**src/rtl/jk_sched_pkg.sv**
```systemverilog
// jk_sched_pkg
// Shared types and helpers for the JK bank scheduler.
//   jk_op_e        : command opcode (hold / clear / set / toggle)
//   sched_state_e  : scheduler FSM states
//   op_to_jk()     : maps an opcode to the {j,k} pair driven on selected bits
package jk_sched_pkg;

  typedef enum logic [1:0] {
    JK_HOLD = 2'b00,
    JK_CLR  = 2'b01,
    JK_SET  = 2'b10,
    JK_TGL  = 2'b11
  } jk_op_e;

  typedef enum logic {
    IDLE  = 1'b0,
    APPLY = 1'b1
  } sched_state_e;

  // Returns {j,k} for one bit cell under the given opcode.
  function automatic logic [1:0] op_to_jk(jk_op_e op);
    logic [1:0] jk;
    case (op)
      JK_HOLD: jk = 2'b00;
      JK_CLR:  jk = 2'b01;
      JK_SET:  jk = 2'b10;
      JK_TGL:  jk = 2'b11;
      default: jk = 2'b00;
    endcase
    return jk;
  endfunction

endpackage

```
**src/rtl/jk_bank.sv**
```systemverilog
// jk_bank
// A bank of N independent JK flip-flop bit cells.
// Ports:
//   clk     : rising-edge clock
//   rst     : synchronous active-high reset, clears every cell
//   j, k    : per-bit JK inputs
//   q, qbar : per-bit state and its complement
module jk_bank #(
  parameter int N = 8
) (
  input  logic         clk,
  input  logic         rst,
  input  logic [N-1:0] j,
  input  logic [N-1:0] k,
  output logic [N-1:0] q,
  output logic [N-1:0] qbar
);

  // Classic JK behaviour for each cell: 00 keep, 01 reset, 10 set, 11 invert.
  always_ff @(posedge clk) begin
    if (rst) begin
      q <= '0;
    end else begin
      for (int i = 0; i < N; i++) begin
        case ({j[i], k[i]})
          2'b00:   q[i] <= q[i];
          2'b01:   q[i] <= 1'b0;
          2'b10:   q[i] <= 1'b1;
          default: q[i] <= ~q[i];
        endcase
      end
    end
  end

  assign qbar = ~q;

endmodule

```
**src/rtl/jk_bank_sched.sv**
```systemverilog
// jk_bank_sched
// Two-requester round-robin scheduler that owns a bank of N JK bit cells.
// A command (op, mask, rep) is accepted from one requester, then applied
// to the bank for rep+1 consecutive cycles.
// Ports:
//   clk, rst                     : clock, synchronous active-high reset
//   reqX_valid/op/mask/rep       : command from requester X (X = 0, 1)
//   reqX_ready                   : requester X's command is taken this cycle
//   q, qbar                      : bank state and complement
//   busy                         : a command is being applied
//   gnt                          : requester owning the current/last command
//   done                         : one-cycle pulse after the final application
module jk_bank_sched
  import jk_sched_pkg::*;
#(
  parameter int N     = 8,
  parameter int REP_W = 4
) (
  input  logic             clk,
  input  logic             rst,
  input  logic             req0_valid,
  input  logic [1:0]       req0_op,
  input  logic [N-1:0]     req0_mask,
  input  logic [REP_W-1:0] req0_rep,
  output logic             req0_ready,
  input  logic             req1_valid,
  input  logic [1:0]       req1_op,
  input  logic [N-1:0]     req1_mask,
  input  logic [REP_W-1:0] req1_rep,
  output logic             req1_ready,
  output logic [N-1:0]     q,
  output logic [N-1:0]     qbar,
  output logic             busy,
  output logic             gnt,
  output logic             done
);

  sched_state_e     state, state_next;
  logic             ptr;
  logic             winner;
  logic             accept;
  logic             last_apply;
  jk_op_e           cmd_op;
  logic [N-1:0]     cmd_mask;
  logic [REP_W-1:0] remaining;
  logic [1:0]       cmd_jk;
  logic [N-1:0]     bank_j, bank_k;

  // State register for the IDLE/APPLY sequencer.
  always_ff @(posedge clk) begin
    if (rst) begin
      state <= IDLE;
    end else begin
      state <= state_next;
    end
  end

  // Next-state and handshake decode. In IDLE the winner is the pointer's
  // choice only under contention; a lone requester always wins. Ready is
  // purely combinational so the requester sees it in the accept cycle.
  always_comb begin
    state_next = state;
    winner     = 1'b0;
    accept     = 1'b0;
    last_apply = 1'b0;
    req0_ready = 1'b0;
    req1_ready = 1'b0;
    case (state)
      IDLE: begin
        if (req0_valid || req1_valid) begin
          winner     = (req0_valid && req1_valid) ? ptr : req1_valid;
          accept     = 1'b1;
          req0_ready = ~winner;
          req1_ready = winner;
          state_next = APPLY;
        end
      end
      APPLY: begin
        if (remaining == '0) begin
          last_apply = 1'b1;
          state_next = IDLE;
        end
      end
      default: state_next = IDLE;
    endcase
  end

  // Command capture, round-robin pointer and repeat counter. The pointer
  // flips to the loser after every accept so contention alternates. The
  // done pulse is registered off the last application, which lands it in
  // the cycle right after the final bank update; reset suppresses it.
  always_ff @(posedge clk) begin
    if (rst) begin
      ptr       <= 1'b0;
      gnt       <= 1'b0;
      cmd_op    <= JK_HOLD;
      cmd_mask  <= '0;
      remaining <= '0;
      done      <= 1'b0;
    end else begin
      done <= last_apply;
      if (accept) begin
        cmd_op    <= jk_op_e'(winner ? req1_op : req0_op);
        cmd_mask  <= winner ? req1_mask : req0_mask;
        remaining <= winner ? req1_rep : req0_rep;
        gnt       <= winner;
        ptr       <= ~winner;
      end else if (state == APPLY && remaining != '0) begin
        remaining <= remaining - 1'b1;
      end
    end
  end

  // Bank drive: only while applying, and only on masked bits; everything
  // else sees J=K=0 and holds.
  always_comb begin
    cmd_jk = op_to_jk(cmd_op);
    bank_j = '0;
    bank_k = '0;
    if (state == APPLY) begin
      bank_j = cmd_mask & {N{cmd_jk[1]}};
      bank_k = cmd_mask & {N{cmd_jk[0]}};
    end
  end

  assign busy = (state == APPLY);

  jk_bank #(.N(N)) u_bank (
    .clk  (clk),
    .rst  (rst),
    .j    (bank_j),
    .k    (bank_k),
    .q    (q),
    .qbar (qbar)
  );

endmodule

```
**config.mk**
```make
export PLATFORM = sky130hd
export DESIGN_NAME = jk_bank_sched
export DESIGN_NICKNAME = d
export VERILOG_FILES = /design/src/rtl/jk_sched_pkg.sv /design/src/rtl/jk_bank.sv /design/src/rtl/jk_bank_sched.sv
export SDC_FILE = /design/constraint.sdc
export NUM_CORES = 1
export LEC_CHECK = 0
export CAP_MARGIN = 20
export CORE_UTILIZATION = 41
export CTS_CLUSTER_DIAMETER = 60
export DETAILED_ROUTE_END_ITERATION = 16
export GPL_ROUTABILITY_DRIVEN = 0
export GPL_TIMING_DRIVEN = 0
export PLACE_DENSITY = 0.73
export SETUP_SLACK_MARGIN = 0.5
export SLEW_MARGIN = 10
export SYNTH_ARGS = -nofsm -noshare
export SYNTH_HDL_FRONTEND = slang
export SYNTH_SLANG_ARGS = --single-unit
```
**constraint.sdc**
```tcl
create_clock -name clk -period 3 [get_ports clk]
set_input_delay 0.6 -clock clk [delete_from_list [all_inputs] [get_ports clk]]
set_output_delay 0.6 -clock clk [all_outputs]
set_load 0.01 [all_outputs]
```
# Word-level counts from Yosys, hierarchy flattened
# Index checks and enable logic that the tools add are counted.
[word_totals] regBits=26 inputBits=32 out_inout_bits=21 elab_cells=91
[op_classes] n_addsub=1 n_eq_ne=19 muxes=26 bitwise_logic=14 reduce_logical=16
[op_table] op="two-way mux 8 bit" count=3
[op_table] op="one-hot mux 1 bit (3 select lines)" count=8
[op_table] op="equality test 2 bit (second input constant)" count=10
[op_table] op="equality test 2 x 1 -> 1 bit (second input constant)" count=9
[op_table] op="zero test 2 bit" count=9
[op_table] op="AND 8 bit" count=2
[op_table] op="two-way mux 4 bit" count=3
[op_table] op="inverter 1 bit" count=11
[op_table] op="two-way mux 1 bit" count=9
[op_table] op="inverter 8 bit" count=1
[op_table] op="one-hot mux 2 bit (4 select lines)" count=1
[op_table] op="zero test 4 bit" count=1
[op_table] op="nonzero test 4 bit" count=1
[op_table] op="subtractor 4 x 1 -> 4 bit (second input constant)" count=1
[op_table] op="logical AND 1 bit" count=2
[op_table] op="two-way mux 2 bit" count=1
[op_table] op="one-hot mux 1 bit (2 select lines)" count=1
[op_table] op="nonzero test 2 bit" count=1
[op_table] op="OR reduction 2 bit" count=1
[op_table] op="logical OR 1 bit" count=1

# Depth between registers and ports, before layout
# Gate-level depths: netlist (run 1).
[depth] ltp_word=6 depth_mapped=8 ltp_nobuf=6

# Modules after synthesis
# From an unflattened synthesis (run 1), not the netlist that was laid out.
[hier_totals] hier_cells=186 hier_area_um2=1595.3
[by_module_without_submodules] mod="jk_bank_sched" instances=1 cells_per_inst=105 area_per_inst_um2=950.9 seq_area_each_um2=360.3
[by_module_without_submodules] mod="jk_bank" instances=1 cells_per_inst=81 area_per_inst_um2=644.4 seq_area_each_um2=160.2

# Least setup slack after synthesis (run 1)
# OpenSTA, ideal clock, no wires.
[synth_path] path_type="register -> register" start="register state (netlist: busy)" end="register u_bank.q[1]" setup_ns=0.070 arrival_time_ns=1.667 required_time_ns=2.930 path_slack_ns=1.263 path_stages_with_launch=9 path_buffers=2 period_less_slack_ns=1.737 path_cell_list="dfxtp_1 > buf_2 > and2_1 > clkbuf_1 > nand2_1 > ha_1 > nor3_1 > a31oi_1 > a21oi_1"
[synth_between] elab_chain_cells=3 word_cells_on_any_way=6 cone_classes="2 x eq/ne; 3 x mux; 1 x reduce/logical"
[synth_lines] item="from (decl)" line="jk_bank_sched.sv:38" rtl="sched_state_e state, state_next;"
[synth_lines] item="from (signal assigned)" line="jk_bank_sched.sv:54" rtl="state <= state_next;"
[synth_lines] item="two-way mux 8 bit" line="jk_bank_sched.sv:120" rtl="if (state == APPLY) begin"
[synth_lines] item="equality test 2 bit, or another cell as far along" line="jk_bank.sv:25" rtl="case ({j[i], k[i]})"
[synth_lines] item="one-hot mux 1 bit (3 select lines)" line="jk_bank.sv:25"
[synth_lines] item="to (signal, indexed assignment)" line="jk_bank.sv:26" rtl="2'b00: q[i] <= q[i];"
[synth_lines] item="to (signal, indexed assignment)" line="jk_bank.sv:29" rtl="default: q[i] <= ~q[i];"
[synth_lines] item="to (decl)" line="jk_bank.sv:15" rtl="output logic [N-1:0] q,"
# Several ways; a longest one is shown, not always the timed one.
# A chain may end at the register's enable or synchronous reset.

# Worst setup path in the final report (run 1)
[layout_path] start="input req0_valid" end="output req0_ready"
[layout_between] elab_chain_cells=5 word_cells_on_any_way=6 cone_classes="3 x mux; 1 x bitwise; 2 x reduce/logical"
[layout_lines] item="from (decl)" line="jk_bank_sched.sv:21" rtl="input logic req0_valid,"
[layout_lines] item="logical AND 1 bit" line="jk_bank_sched.sv:71" rtl="winner = (req0_valid && req1_valid) ? ptr : req1_valid;"
[layout_lines] item="two-way mux 1 bit" line="jk_bank_sched.sv:71"
[layout_lines] item="inverter 1 bit" line="jk_bank_sched.sv:73" rtl="req0_ready = ~winner;"
[layout_lines] item="two-way mux 1 bit (*)" line="jk_bank_sched.sv:70" rtl="if (req0_valid || req1_valid) begin"
[layout_lines] item="two-way mux 1 bit (*)" line="jk_bank_sched.sv:68" rtl="case (state)"
[layout_lines] item="to (decl)" line="jk_bank_sched.sv:25" rtl="output logic req0_ready,"
# Mark *: on every way between the ends. The rest lies on a longest branch, timed or not.

==> flow_summary.json, run 1 <==
{
  "status": "finished clean",
  "startpoint_type": "primary input",
  "routed_wl_um": 3580,
  "syn_nets": 251,
  "slew_viol_final": 0,
  "die_w_um": 64.2,
  "syn_area_sq_um": 1590,
  "vias_per_cell": 5.02,
  "grt_use_met1_pct": 23.9,
  "grt.met3_usage_pct": 3.21,
  "grt_pass1_wl_um": 5890,
  "hp-start": "remaining[0]",
  "grt_setup_unrepaired": "no",
  "synth-xor-area-share_pct": 0,
  "synth-simple-area-share_pct": 18.5,
  "ys_top_cells_by_area": "dfxtp_1, ha_1, inv_1",
  "num-nets-final": 308,
  "r2r_start": "busy",
  "tns_ps": 0,
  "first_pass_iters": 4,
  "synth_compound_area_share_pct": 24.8,
  "cap_violations": 0,
  "synth_common_cells": "inv_1, nand2_1, dfxtp_1, ha_1",
  "diodes": 0,
  "slowest_stage": "clkdlybuf4s50_1",
  "synth_warnings": 0,
  "grtUsageTotal_pct": 18.2,
  "final_antenna_net_count": 0,
  "startpoint": "req0_valid",
  "whs_ps": 473,
  "drtIter0Drc": 29,
  "synthAdderAreaFrac_pct": 14.2,
  "numCtsBuffers": 3,
  "crit_path_end_kind": "output pin",
  "muxShareOfSynthArea_pct": 0,
  "dr_total_vias": 1526,
  "clock_latency_ps": 270,
  "grtUsageMet2_pct": 30.9,
  "slowest_delay_ps": 530,
  "drc": 0,
  "hold_path.class": "register to register",
  "grt.busiest_layer": "met2",
  "antenna_found_initial": 0,
  "grt_max_degree": 14,
  "grt_pass1_vias": 1307,
  "cts_tree": "done",
  "synthCells": 201,
  "die_area_sq_um": 4120,
  "overflow": 0,
  "critPathMaxFanout": 5,
  "crit_path_cell_trace": "clkdlybuf4s50_1 > a21boi_4 > nor2b_4 > dlygate4sd2_1",
  "io_buffers": 51,
  "final.min_clock_period_ps": 2420,
  "htreeDepth": 1,
  "die_h_um": 64.2,
  "num_rows": 22,
  "synth-seq-cells": 26,
  "worstSetupPathType": "primary input to output pin",
  "power_leakage_nw": 0.966,
  "cts_sinks": 26,
  "cts_root_buffer": "clkbuf_8",
  "clk_pin_slew_worst_paths_ps": 90,
  "syn2layout_area_growth_pct": 40.2,
  "num_io_pins": 53,
  "ir_drop_v": 0.000380,
  "worstPathRequired_ps": 2400,
  "fmax_ghz": 0.413,
  "total_power_uw": 860,
  "syn_avg_cell_area_sq_um": 7.89,
  "final_hold_viol_count": 0,
  "cts.path.max_buffers": 2,
  "netlist.area_leader.share_pct": 32.8,
  "layout-drive-gt1-share_pct": 5.08,
  "ys_types": 33,
  "tightest_slew_ps": 516,
  "setup_viol": 0,
  "ys_seq_area_share_pct": 32.8,
  "start_util_pct": 43.0,
  "worstPathArrival_ps": 1820,
  "synth_edf_count": 0,
  "ys_dominant_reg_cell": "dfxtp_1",
  "fp.coreArea_sq_um": 3690,
  "synth_top_family_by_area": "compound AO/OA/AOI/OAI gates",
  "relSlewSlack_pct": 65.6,
  "finalCritPeriodShare_pct": 80.8,
  "wire_per_inst_um": 11.8,
  "dp_hpwl_um": 2700,
  "yosys.area.top_type": "dfxtp_1",
  "async_reset_ff_share_pct": 0,
  "clock_skew_ps": 1.81,
  "p_per_area_nw_per_um2": 386
}
[worst max-delay path, delay by kind of cell]
kind / cells / cell delay, ps
simple gates: 1 / 190
buf+inv: 2 / 810
compound gates: 1 / 230
[sequential cells by signal (all words and copies together) (netlist names)]
| signal | count |
|---|---|
| cmd_mask | 8 |
| gnt | 1 |
| remaining | 4 |
| u_bank.q | 8 |
| cmd_op | 2 |
| done | 1 |
| busy | 1 |
| ptr | 1 |
[repair_timing]
action,CTS,global route
hold buffers,0,0
setup endpoints to repair,2,0
gates resized for setup,8,0
buffers inserted,1,0
[through the flow]
step | setup WS (ps) | util (%) | cells | cell area, sq um
5_1_grt | 531 | 60.3 | 304 | 2220
4_1_cts | 570 | 60.3 | 304 | 2220
3_5_place_dp | 187 | 58.5 | 300 | 2160
3_3_place_gp | 175 | 58.5 | 300 | 2160
2_1_floorplan | 1260 | - | 201 | 1590
6_report | 576 | 60.3 | 304 | 2220
[layout make-up]
| type | instances | area, sq um |
|---|---|---|
| Fill cell | 344 | 1460 |
| Multi-Input combinational cell | 135 | 933 |
| Sequential cell | 26 | 520 |
| Timing Repair Buffer | 52 | 514 |
| Inverter | 29 | 109 |
| Tap cell | 48 | 60.1 |
| Buffer | 11 | 46.3 |
| Clock buffer | 3 | 41.3 |
[layout by cell type (no fill, tap or decap), drive strengths merged, types with 2 or more instances in the layout]
| cell type | instances |
|---|---|
| buf | 6 |
| a32oi | 11 |
| nand2b | 3 |
| inv | 29 |
| a2bb2oi | 9 |
| and2 | 2 |
| nor2b | 3 |
| clkdlybuf4s50 | 48 |
| a31oi | 8 |
| nand2 | 29 |
| clkbuf | 9 |
| nor3 | 9 |
| nor2 | 13 |
| dlygate4sd2 | 3 |
| ha | 18 |
| dfxtp | 26 |
| a21oi | 13 |
[worst paths after layout]
kind,end,cells past startpoint,slack (ps)
worst min-delay path,remaining[0],2,470
worst max register to register,u_bank.q[1],8,890
worst max-delay path,req0_ready,4,580
worst min register to register,remaining[0],2,470
[power breakdown]
part	internal [mW]	total, mW	switching, mW
sequential	0.377	0.404	0.0265
combinational	0.139	0.257	0.118
clock	0.0902	0.199	0.108
[per-layer routing]
metal,up-vias,wire (um)
li1,812,-
met1,676,1750
met2,33,1660
met3,5,135
met4,0,34
met5,-,0
[cells by family (layout without fill, tap and decap cells)]
| logic type | count (synthesis) | after routing |
|---|---|---|
| AOI/OAI and AO/OA | 53 | 53 |
| DFF | 26 | 26 |
| adders and majority gates | 18 | 18 |
| and+or+nand+nor | 64 | 64 |
| buffers and inverters | 40 | 95 |
Power figures use the tool's default switching activity.
==> inputs of run 2 (changes only) <==
==> constraint.sdc (replaced) <==
create_clock -name clk -period 2.3 [get_ports clk]
set_input_delay 0.46 -clock clk [delete_from_list [all_inputs] [get_ports clk]]
set_output_delay 0.46 -clock clk [all_outputs]
set_load 0.01 [all_outputs]
==> run 2 against run 1 <==
Final area grew 1.3%. Flip-flop and latch count stayed put. Critical path type unchanged. Largest power group unchanged. Combinational power up 33%. Hold slack improved by 1.1 ps. Critical endpoint unchanged. Power up 32%. Global-route usage increased by 0.26 points. First-iteration DRC count rose by 66%. Clock skew up 1.5 ps.
==> flow_summary.json, run 2 (synthesized netlist as in run 1, its figures left out) <==
{
  "status": "finished clean",
  "routed_wl_um": 3630,
  "num_io_pins": 53,
  "slowest_stage": "clkdlybuf4s15_2",
  "clock_latency_ps": 270,
  "ff2ff_setup_slack_ps": 620,
  "cts_sinks": 26,
  "first_pass_iters": 4,
  "worstPathRequired_ps": 1840,
  "vias_per_cell": 5.02,
  "layout-drive-gt1-share_pct": 8.56,
  "path_common_cell": "clkdlybuf4s15_2",
  "finalCritPeriodShare_pct": 75.7,
  "ir_drop_v": 0.000509,
  "r2r_start": "busy",
  "overflow": 0,
  "numCtsBuffers": 3,
  "crit_path_cell_trace": "clkdlybuf4s15_2 > a21boi_4 > nor2b_4 > clkdlybuf4s15_2",
  "final_area_sq_um": 2250,
  "combPwrFrac_pct": 30.2,
  "setup_viol": 0,
  "tightest_slew_ps": 521,
  "biggestRegsByFlops": "cmd_mask (8), u_bank.q (8), remaining (4)",
  "grtUsageTotal_pct": 18.5,
  "die_w_um": 64.2,
  "cap_violations": 0,
  "clkPwrFrac_pct": 23.3,
  "crit_buf_inv": 2,
  "critPathMaxFanout": 7,
  "startpoint_type": "primary input",
  "crit_end": "req0_ready",
  "layout_commonest_cell": "clkdlybuf4s50_1",
  "p_per_area_nw_per_um2": 504,
  "final_hold_viol_count": 0,
  "total_power_mw": 1.14,
  "dp_hpwl_um": 2700,
  "switching_share_pct": 29.6,
  "slew_viol_final": 0,
  "diodes": 0,
  "seqPwrFrac_pct": 46.5,
  "power_switching_uw": 336,
  "antenna_found_initial": 0,
  "hold_path.class": "register to register",
  "grt_setup_unrepaired": "no",
  "worstSetupPathType": "primary input to output pin",
  "grt_pass1_vias": 1333,
  "dr_total_vias": 1531,
  "startpoint": "req1_valid",
  "worstPathArrival_ps": 1280,
  "layout_common_cells": "clkdlybuf4s50_1, nand2_1, inv_1",
  "start_util_pct": 43.0,
  "grt_pass1_wl_um": 5990,
  "r2r.worst_path.cells": 8,
  "post-place-ws_ps": -233,
  "die_h_um": 64.2,
  "io_buffers": 51,
  "cp_top_family": "buffers and inverters",
  "internal-power_uw": 799,
  "die_area_sq_um": 4120,
  "clock_skew_ps": 3.30,
  "cts.path.max_buffers": 2,
  "final_antenna_net_count": 0,
  "timing.rr.end": "u_bank.q[6]",
  "fmax_ghz": 0.574,
  "placed_area_sq_um": 2160,
  "power_leakage_nw": 0.976,
  "tns_ps": 0,
  "htreeDepth": 1,
  "fp.coreArea_sq_um": 3690,
  "crit_path_end_kind": "output pin",
  "num-nets-final": 309,
  "final.min_clock_period_ps": 1740,
  "drtIter0Drc": 48,
  "num_rows": 22,
  "wire_per_inst_um": 11.9,
  "crit_cells": 4,
  "cts_tree": "done",
  "grt_max_degree": 14,
  "cts_root_buffer": "clkbuf_8",
  "relSlewSlack_pct": 65.3,
  "timing.final.ws_setup_ps": 559,
  "drc": 0,
  "slowest_delay_ps": 250,
  "clk_pin_slew_worst_paths_ps": 90,
  "syn2layout_area_growth_pct": 42.1
}
run 2: worst min path at each step:
| stage | start | to | slack [ps] | cells after the start |
|---|---|---|---|---|
| final | remaining[0] | remaining[0] | 470 | 2 |
| after CTS | remaining[0] | remaining[0] | 470 | 2 |
| after detailed placement | remaining[0] | remaining[0] | 460 | 2 |
| after global placement | cmd_mask[3] | cmd_mask[3] | 450 | 2 |
| after floorplan | remaining[2] | done | 410 | 1 |
| after global routing | remaining[0] | remaining[0] | 490 | 2 |
run 2: what timing repair did:
| item | 4_1_cts | 5_1_grt |
|---|---|---|
| setup endpoints to repair | 10 | 10 |
| endpoints found under the hold margin | 0 | 0 |
| hold buffers | 0 | 0 |
| pin swaps | 1 | 0 |
| setup buffers | 2 | 0 |
| resized for setup | 16 | 11 |
run 2: power by group through the flow:
stage,clock [mW],combinational (mW),sequential [mW]
2_1_floorplan,0,0.199,0.531
3_3_place_gp,0,0.329,0.533
3_5_place_dp,0,0.331,0.534
4_1_cts,0.271,0.342,0.527
5_1_grt,0.287,0.380,0.534
6_report,0.264,0.343,0.528
run 2: worst register-to-register path: stages (launching register included):
cell      delay [ps]
dfxtp_4          410
buf_6            150
and2_1           120
clkbuf_4         180
nand2_1          100
ha_1             320
nor3_1           150
a31oi_1           60
a21oi_1          130
run 2: area by class of cell:
type,instances,area [sq um]
Inverter,29,109
Multi-Input combinational cell,135,938
Sequential cell,26,526
Timing Repair Buffer,53,523
Tap cell,48,60.1
Fill cell,336,1430
Clock buffer,3,41.3
Buffer,11,57.6
run 2: stage by stage:
stage / std cells / utilization, % / hold WS [ps]
2_1_floorplan: 201 / - / 412
3_3_place_gp: 300 / 58.5 / 454
3_5_place_dp: 300 / 58.5 / 460
4_1_cts: 305 / 60.8 / 473
5_1_grt: 305 / 61.1 / 492
6_report: 305 / 61.1 / 475
run 2: per-layer routing:
layer	up-vias	track usage [%]	wire length [um]
li1	813	-	-
met1	682	23.7	1760
met2	31	32.0	1690
met3	5	3.21	136
met4	0	4.17	34
met5	-	0	0
==> inputs of run 3 (changes only) <==
--- a/config.mk
+++ b/config.mk
@@ -11,7 +11,7 @@
 export DETAILED_ROUTE_END_ITERATION = 16
 export GPL_ROUTABILITY_DRIVEN = 0
 export GPL_TIMING_DRIVEN = 0
-export PLACE_DENSITY = 0.73
+export PLACE_DENSITY = 0.76
 export SETUP_SLACK_MARGIN = 0.5
 export SLEW_MARGIN = 10
 export SYNTH_ARGS = -nofsm -noshare
==> constraint.sdc (replaced) <==
create_clock -name clk -period 1.5 [get_ports clk]
set_input_delay 0.3 -clock clk [delete_from_list [all_inputs] [get_ports clk]]
set_output_delay 0.3 -clock clk [all_outputs]
set_load 0.01 [all_outputs]
==> run 3 against run 2 <==
The run now ends with setup timing left. Sequential share of layout area fell by 5.0 points. Final area rose by 32%. Hold slack got worse by 17 ps. Register-to-register slack got worse by 650 ps. Flip-flop and latch count did not move. Count of clock-buffer cells in the layout rose by 1. Clock skew fell by 1.1 ps. Wire length rose by 41%. First-iteration DRC count rose by 17%. Final cell count rose by 10%. Largest power group is now combinational logic.
==> flow_summary.json, run 3 (synthesized netlist as in run 1, its figures left out) <==
{
  "r2r_start": "busy",
  "clk_pin_slew_worst_paths_ps": 100,
  "setup_viol": 8,
  "relSlewSlack_pct": 63.6,
  "violations": "setup timing",
  "ff2ff_setup_slack_ps": -30,
  "overflow": 0,
  "biggestRegsByFlops": "cmd_mask (8), u_bank.q (8), remaining (4)",
  "worstPathRequired_ps": 1710,
  "drc": 0,
  "grt_max_degree": 15,
  "slew_viol_final": 0,
  "dr_total_vias": 1755,
  "die_w_um": 64.2,
  "cts_sinks": 26,
  "vias_per_cell": 5.22,
  "hold_path.class": "primary input to register",
  "grt_pass1_vias": 1650,
  "routed_wl_um": 5120,
  "startpoint_type": "register",
  "layout-drive-gt1-share_pct": 47.2,
  "first_pass_iters": 4,
  "cap_violations": 0,
  "combPwrFrac_pct": 39.8,
  "clkPwrFrac_pct": 21.8,
  "io_buffers": 51,
  "internal-power_mw": 1.50,
  "grt_pass1_wl_um": 7250,
  "drtIter0Drc": 56,
  "timing.rr.end": "remaining[1]",
  "htreeDepth": 1,
  "status": "finished, violations left",
  "cts_root_buffer": "clkbuf_8",
  "seqPwrFrac_pct": 38.4,
  "final_antenna_net_count": 0,
  "final_hold_viol_count": 0,
  "grt_setup_unrepaired": "yes",
  "num-nets-final": 339,
  "postCtsHoldBufs": 0,
  "syn2layout_area_growth_pct": 87.1,
  "worstPathArrival_ps": 1750,
  "die_area_sq_um": 4120,
  "place_inst": 300,
  "timing.final.ws_setup_ps": -32.0,
  "tns_ps": -129,
  "diodes": 0,
  "fmax_ghz": 0.653,
  "final_cells": 336,
  "tightest_slew_ps": 546,
  "die_h_um": 64.2,
  "crit_path_end_kind": "register",
  "numCtsBuffers": 3,
  "worstSetupPathType": "register to register",
  "p_per_area_nw_per_um2": 736,
  "critPathMaxFanout": 7,
  "startpoint": "busy",
  "layout_common_cells": "buf_6, clkdlybuf4s50_1, inv_1",
  "layout_commonest_cell": "buf_6",
  "switching_share_pct": 31.4,
  "num_io_pins": 53,
  "ir_drop_v": 0.000606,
  "final.min_clock_period_ps": 1530,
  "power_switching_uw": 687,
  "finalCritPeriodShare_pct": 102,
  "dp_hpwl_um": 2990,
  "r2r.worst_path.cells": 7,
  "power_leakage_nw": 1.41,
  "crit_end": "remaining[1]",
  "num_rows": 22,
  "clock_latency_ps": 280,
  "grtUsageTotal_pct": 22.7,
  "cts.path.max_buffers": 2,
  "clock_skew_ps": 2.16,
  "antenna_found_initial": 0,
  "start_util_pct": 43.0,
  "wire_per_inst_um": 15.2,
  "fp.coreArea_sq_um": 3690,
  "cts_tree": "done"
}
-- run 3: cell count changes in the layout (fill, tap and decap cells not counted), moves of 12 or more --
cell / before / now
dfxtp_1: 24 / 11
clkdlybuf4s50_1: 47 / 28
buf_4: 2 / 17
buf_6: 1 / 31
dfxtp_2: 1 / 13
nand2_1: 29 / 16
-- run 3: critical path: stages (launching register included) --
cell	delay (ps)
dfxtp_4	380
buf_6	120
buf_4	120
buf_6	100
buf_6	110
a31o_4	240
a211o_1	280
o21ai_1	110
-- run 3: how the worst min path moves through the flow --
stage	start	end	slack (ps)	cells after the start
6_report	rst	remaining[0]	460	2
3_5_place_dp	remaining[2]	done	430	1
2_1_floorplan	remaining[2]	done	410	1
3_3_place_gp	remaining[2]	done	460	1
4_1_cts	rst	busy	400	2
5_1_grt	rst	busy	500	2
-- run 3: metrics by stage --
stage | util (%) | total power, mW | setup WS [ps] | instance area, sq um | hold WS (ps)
after global routing | 80.5 | 2.27 | -133 | 2970 | 504
after floorplan | - | 1.20 | 33.3 | 1830 | 412
after CTS | 74.4 | 2.00 | -36.8 | 2740 | 399
after detailed placement | 65.2 | 1.42 | -855 | 2400 | 435
after global placement | 65.2 | 1.41 | -879 | 2400 | 459
final | 80.5 | 2.19 | -32.0 | 2970 | 458
-- run 3: repair_timing --
action                                  in CTS  in global routing
endpoints found under the setup margin      47                 47
buffers inserted                            20                 10
gates cloned                                 0                  2
pin swaps                                   12                 24
gates resized for setup                    142                 32
-- run 3: metal layers --
layer  track usage, %  vias up  wire length [um]
met5                0        -                 0
met4             7.22        0                97
met3             2.68       11               198
met2             45.1       47              2770
met1             24.4      823              2050
li1                 -      874                 -
-- run 3: power groups by stage --
stage / combinational [mW] / clock, mW / sequential (mW)
final: 0.869 / 0.478 / 0.839
after global routing: 0.918 / 0.505 / 0.849
after CTS: 0.695 / 0.476 / 0.827
after detailed placement: 0.585 / 0 / 0.838
after global placement: 0.576 / 0 / 0.835
after floorplan: 0.365 / 0 / 0.834
-- run 3: area by class of cell --
class                   count  area (sq um)
plain buffers              11           115
clock buffers               4          55.1
fillers                   241           719
inverters                  29           109
multi-input cells         135          1260
flip-flops and latches     26           544
well taps                  48          60.1
repair buffers             83           825
